## src/rtl/logic_gate_pkg.sv

```systemverilog
// Shared types and opcode helpers for the logic gate unit and its ALU.
package logic_gate_pkg;

  typedef enum logic [2:0] {
    OP_AND    = 3'd0,
    OP_OR     = 3'd1,
    OP_XOR    = 3'd2,
    OP_NAND   = 3'd3,
    OP_NOR    = 3'd4,
    OP_XNOR   = 3'd5,
    OP_NOT_A  = 3'd6,
    OP_PASS_A = 3'd7
  } op_e;

  typedef enum logic {
    IDLE  = 1'b0,
    ACCUM = 1'b1
  } state_e;

  // Inverting ops fold with their positive base; the inversion is applied once at the output.
  function automatic op_e base_of(input op_e op);
    op_e b;
    case (op)
      OP_NAND: b = OP_AND;
      OP_NOR:  b = OP_OR;
      OP_XNOR: b = OP_XOR;
      default: b = op;
    endcase
    return b;
  endfunction

  function automatic logic inv_of(input op_e op);
    return (op == OP_NAND) || (op == OP_NOR) || (op == OP_XNOR);
  endfunction

endpackage

```

## src/rtl/logic_gate_alu.sv

```systemverilog
// Combinational bitwise ALU shared by the single-beat and accumulate paths.
module logic_gate_alu
  import logic_gate_pkg::*;
#(
  parameter int WIDTH = 8
) (
  input  logic [WIDTH-1:0] x,
  input  logic [WIDTH-1:0] y,
  input  op_e              op,
  output logic [WIDTH-1:0] result
);

  always_comb begin
    result = '0;
    case (op)
      OP_AND:    result = x & y;
      OP_OR:     result = x | y;
      OP_XOR:    result = x ^ y;
      OP_NAND:   result = ~(x & y);
      OP_NOR:    result = ~(x | y);
      OP_XNOR:   result = ~(x ^ y);
      OP_NOT_A:  result = ~x;
      OP_PASS_A: result = x;
      default:   result = '0;
    endcase
  end

endmodule

```

## src/rtl/logic_gate_unit.sv

```systemverilog
// Registered bitwise logic unit with single-beat and multi-beat accumulate modes.
// Handshake: a beat transfers on in_valid && in_ready, a result on out_valid && out_ready;
// in_ready = !out_valid || out_ready, so a result drain and a new beat may share an edge.
module logic_gate_unit
  import logic_gate_pkg::*;
#(
  parameter int WIDTH   = 8,
  parameter int COUNT_W = 4
) (
  input  logic               clk,
  input  logic               rst,
  input  logic               in_valid,
  output logic               in_ready,
  input  logic [WIDTH-1:0]   in_a,
  input  logic [WIDTH-1:0]   in_b,
  input  logic [2:0]         in_op,
  input  logic               in_acc,
  input  logic               in_last,
  output logic               out_valid,
  input  logic               out_ready,
  output logic [WIDTH-1:0]   out_y,
  output logic               out_zero,
  output logic               out_parity,
  output logic [COUNT_W-1:0] out_count,
  output state_e             dbg_state
);

  state_e             state;
  op_e                op_q;
  logic [WIDTH-1:0]   acc;
  logic [COUNT_W-1:0] cnt;

  op_e                op_in;
  op_e                alu_op;
  logic [WIDTH-1:0]   alu_x;
  logic [WIDTH-1:0]   alu_y;
  logic [WIDTH-1:0]   alu_res;
  logic [WIDTH-1:0]   res_y;
  logic [COUNT_W-1:0] res_count;
  logic [COUNT_W-1:0] cnt_inc;
  logic               accept;
  logic               start_acc;
  logic               emit;

  assign in_ready  = !out_valid || out_ready;
  assign dbg_state = state;
  assign op_in     = op_e'(in_op);

  always_comb begin
    accept    = in_valid && in_ready;
    start_acc = (state == IDLE) && in_acc && !in_last &&
                (op_in != OP_NOT_A) && (op_in != OP_PASS_A);
    emit      = accept && (((state == IDLE) && !start_acc) ||
                           ((state == ACCUM) && in_last));
    cnt_inc   = (cnt == {COUNT_W{1'b1}}) ? cnt : cnt + COUNT_W'(1);
    if (state == ACCUM) begin
      alu_x     = acc;
      alu_y     = in_a;
      alu_op    = base_of(op_q);
      res_y     = inv_of(op_q) ? ~alu_res : alu_res;
      res_count = cnt_inc;
    end else begin
      alu_x     = in_a;
      alu_y     = in_b;
      alu_op    = start_acc ? base_of(op_in) : op_in;
      res_y     = alu_res;
      res_count = COUNT_W'(1);
    end
  end

  logic_gate_alu #(.WIDTH(WIDTH)) u_alu (
    .x      (alu_x),
    .y      (alu_y),
    .op     (alu_op),
    .result (alu_res)
  );

  always_ff @(posedge clk) begin
    if (rst) begin
      state      <= IDLE;
      op_q       <= OP_AND;
      acc        <= '0;
      cnt        <= '0;
      out_valid  <= 1'b0;
      out_y      <= '0;
      out_zero   <= 1'b1;
      out_parity <= 1'b0;
      out_count  <= '0;
    end else begin
      if (accept) begin
        case (state)
          IDLE: begin
            if (start_acc) begin
              acc   <= alu_res;
              op_q  <= op_in;
              cnt   <= COUNT_W'(1);
              state <= ACCUM;
            end
          end
          ACCUM: begin
            acc <= alu_res;
            cnt <= cnt_inc;
            if (in_last) state <= IDLE;
          end
          default: state <= IDLE;
        endcase
      end
      if (emit) begin
        out_valid  <= 1'b1;
        out_y      <= res_y;
        out_zero   <= (res_y == '0);
        out_parity <= ^res_y;
        out_count  <= res_count;
      end else if (out_ready) begin
        out_valid  <= 1'b0;
      end
    end
  end

endmodule

```

## config.mk

```make
export PLATFORM = sky130hd
export DESIGN_NAME = logic_gate_unit
export DESIGN_NICKNAME = d
export VERILOG_FILES = /design/src/rtl/logic_gate_pkg.sv /design/src/rtl/logic_gate_alu.sv /design/src/rtl/logic_gate_unit.sv
export SDC_FILE = /design/constraint.sdc
export NUM_CORES = 1
export LEC_CHECK = 0
export ABC_CLOCK_PERIOD_IN_PS = 4350
export BUFFER_PORTS_ARGS = -buffer_cell sky130_fd_sc_hd__buf_2
export CAP_MARGIN = 20
export CORE_MARGIN = 2
export CORE_UTILIZATION = 40
export DETAILED_ROUTE_END_ITERATION = 7
export GPL_TIMING_DRIVEN = 0
export HOLD_SLACK_MARGIN = 0.08
export SLEW_MARGIN = 0
export SYNTH_ARGS = -nofsm -noshare
export SYNTH_HDL_FRONTEND = slang
export SYNTH_SLANG_ARGS = --single-unit
```

## constraint.sdc

```tcl
create_clock -name clk -period 4.35 [get_ports clk]
set_input_delay 0.435 -clock clk [delete_from_list [all_inputs] [get_ports clk]]
set_output_delay 0.435 -clock clk [all_outputs]
set_load 0.005 [all_outputs]
```

==> results.md <==
* Setup ws final at 0.360 ns
* Row count at 31
* Worst path bufs/invs at 4
* Setup WS pre-CTS at -0.690 ns
* Final Skew at 0.00637 ns
* DR pass1 iterations at 4
* Net count, final at 450
* CP max FO at 19
* Yosys top cell area share at 21.2%
* Die Width at 89.6 um
* Post-synth cell types at 66
* Synth Register Bits at 31
* CP Depth at 14
* Synthesized area per cell at a little over 8 um2
* H-tree level count at 2
* Combinational power share at 43.0%
* Worst-Margin Slew at between 0.9 and 1 ns
* CTS buffer count at 5
* Critical Path End: out_parity
* Post-synth EDFFs at 0
* Vias in the first global route at 2813
* Via Count at roughly 3.0k
* Share of layout cells above drive strength 1 at between 10% and 20%
* Worst-skew pair later-pin latency at 0.28 ns
* PwrDens at ~300 nW/um2
* Reg power frac at 31.6%
* Status: complete, no violations
* Yosys Warn Count at 0
* R2r startpoint: dbg_state
* Critical Path End Type: register
* Final Cycle Share at 91.7%
* CTS sink cnt at 31
* Asr flop ratio synth at 0%
* Pint at 0.000637 W
* GRT Resource Usage Total at 22.2%
* Initial core utilization at 40.8%
* Antenna Cells at 0
* PortBufs at 40
* Startpoint class of the critical path: register
* Setup TNS at 0 ns
* Final hold vios at 0
* Maximum number of pins on one net before global-route repair at 11
* Syn Nets at 404
* CTS tree: yes
* Post-CTS Setup Repair Bufs at 0
* WL final at 8490 um
* NetSw at 0.000378 W
* RSZ-0062 raised after global routing: no
* Detailed Place HPWL at 6320 um
* CP max-delay cell: or4_4
* Critical R2R Capture: out_parity
* Worst-path cell chain: buf_6 -> clkbuf_4 -> buf_4 -> mux2i_1 -> ha_1 -> inv_1 -> o311a_1 -> o21a_1 -> or4_4 -> and2_1 -> ha_1 -> xnor2_1 -> xnor2_1 -> a211oi_1
* R2R setup slack at 0.36 ns
* Via/cell ratio at just under 6
* First-pass GRT wire length at 13900 um
* Switch share at 37.3%
* Final-report setup violation count at 0
* Mapped Area at 2930 um2
* Worst Path Required at roughly 4.6 ns
* Routed Antenna Nets at 0
* Core Area at slightly above 7000 um2
* Initial antenna violation count at 0
* Crit path DAT at 4.19 ns
* Io pins at 42
* Gate Count Post-Synth at 358
* Worst hold path type: in2reg
* Yosys top cell by area: dfxtp_1
* CP top delay family: buffers and inverters
* Max-slew headroom at 34.4%
* Drt drc at 0
* CTS max path bufs at 2
* Max Cap Violations at 0
* Synth-to-Final Area Change at 14.9%
* Ys flop type: dfxtp_1
* Peak VDD IR at 0.248 mV
* Final min period at roughly 4.0 ns
* Max Fclk at around 0.25 GHz
* Die area at 8020 um2
* Leakage at 1.35 nW
* Post-synthesis sequential area ratio at 21.2%
* Setup CP Type: reg2reg
* CTS Root Cell: clkbuf_8
* Vert. Die Dim at between 80 and 90 um
* Grt ovf at 0
* Fin. max-slew vios at 0
* Reg clk slew, reported paths at 0.07 ns
* Total of fill cells in the finished design at 705
* Routed len/inst at 16.8 um
* Final GP Congestion at 0.882
* Worst path max stage delay at 0.52 ns
* Synth area leaders: dfxtp_1 21%, ha_1 9.0%, mux2i_1 8.2%
* Critical Path Source: dbg_state
* Number of cells on the worst reg-to-reg path at 14
* Clock power frac at 25.5%
* Initial DRC count at 157
* Min Hold Slack at approximately 0.43 ns
==> cells in the mapped netlist, types with 2 or more instances <==
master     count
dfxtp_1       31
nor2_1        28
inv_1         24
mux2i_1       24
ha_1          21
nand2_1       17
xnor2_1       13
a211oi_1      12
a21oi_1       12
nand3_1       12
clkbuf_1      11
o21ai_0       11
nand4_1       10
nand3b_1       8
o22ai_1        8
nor3_1         7
o21ai_1        7
or3_1          7
or4_1          6
nand2b_1       5
o32ai_1        5
a22oi_1        4
a311o_1        4
a31oi_1        4
and3_1         4
buf_2          4
o211ai_1       4
a311oi_1       3
and2_1         3
nor2b_1        3
o21a_1         3
o311ai_0       3
a211o_1        2
a211oi_2       2
buf_1          2
mux2_2         2
nor4_1         2
o2111ai_1      2
==> power by group through the flow <==
stage / clock network, W / registers [W] / logic, W
after detailed placement: 0 / 0.000327 / 0.000426
after global routing: 0.000272 / 0.000323 / 0.000486
final: 0.000258 / 0.000321 / 0.000436
after floorplan: 0 / 0.000325 / 0.000315
after global placement: 0 / 0.000326 / 0.000420
after CTS: 0.000262 / 0.000320 / 0.000432
==> sequential cells by signal, indices dropped and copies added (netlist names), 3 cells and up <==
register   count
acc            8
cnt            4
op_q           3
out_count      4
out_y          8
==> per-stage QoR <==
| step | utilization [%] | cell area [um2] | cells | power [W] |
|---|---|---|---|---|
| final | 46.9 | 3360 | 504 | 0.00102 |
| after global routing | 46.9 | 3360 | 504 | 0.00108 |
| after CTS | 46.9 | 3360 | 505 | 0.00101 |
| after floorplan | - | 2930 | 358 | 0.000640 |
| after global placement | 45.3 | 3250 | 497 | 0.000746 |
| after detailed placement | 45.3 | 3250 | 497 | 0.000753 |
==> cell type report <==
| class | count | area, um2 | area share (%) |
|---|---|---|---|
| inverter | 24 | 90.1 | 2.68 |
| multi-input combinational | 285 | 2140 | 63.6 |
| timing repair buffer | 40 | 200 | 5.95 |
| clock buffer | 7 | 96.3 | 2.86 |
| sequential | 31 | 621 | 18.4 |
| tap | 99 | 124 | 3.68 |
| buffer | 17 | 85.1 | 2.53 |
| clock inverter | 1 | 7.51 | 0.223 |
==> metal layers <==
metal | vias to the layer above | GRT usage (%) | part of all wire, %
met4 | 0 | 5.56 | 1.9
met5 | - | 0 | 0
met1 | 1392 | 31.8 | 47
li1 | 1467 | - | -
met3 | 14 | 3.42 | 5.6
met2 | 99 | 34.7 | 45
==> timing repair <==
action / 4_1_cts / 5_1_grt
gates cloned: 0 / 0
endpoints found under the hold margin: 0 / 0
pin swaps: 0 / 0
gates resized for setup: 7 / 2
endpoints found under the setup margin: 2 / 2
hold buffers: 0 / 0
==> kinds of logic (layout without fill, tap and decap cells) <==
group / count (synthesis) / after routing / synth area share, %
xor+xnor: 14 / 14 / 4.19
compound gates: 105 / 105 / 28.7
buf+inv: 42 / 89 / 5.68
mux: 26 / 26 / 8.97
fa+ha+maj: 21 / 21 / 8.97
simple gates: 119 / 119 / 22.3
flops: 31 / 31 / 21.2
==> layout by cell type, fill, tap and decap left out, types with 13 or more instances in the layout <==
cell type	n
buf_2	42
dfxtp_1	31
ha_1	21
inv_1	24
mux2i_1	24
nand2_1	17
nor2_1	28
xnor2_1	13
==> how the worst min path moves through the flow <==
stage                       from            to  slack, ns  cells past startpoint
global route             in_last     dbg_state       0.45                      2
floorplan                 acc[5]        acc[5]       0.45                      2
detailed placement  out_count[1]  out_count[1]       0.45                      2
global placement    out_count[1]  out_count[1]       0.44                      2
finish                   in_last     dbg_state       0.43                      2
CTS                      in_last     dbg_state       0.43                      2
Note: power is estimated with default switching activity, not from simulation.
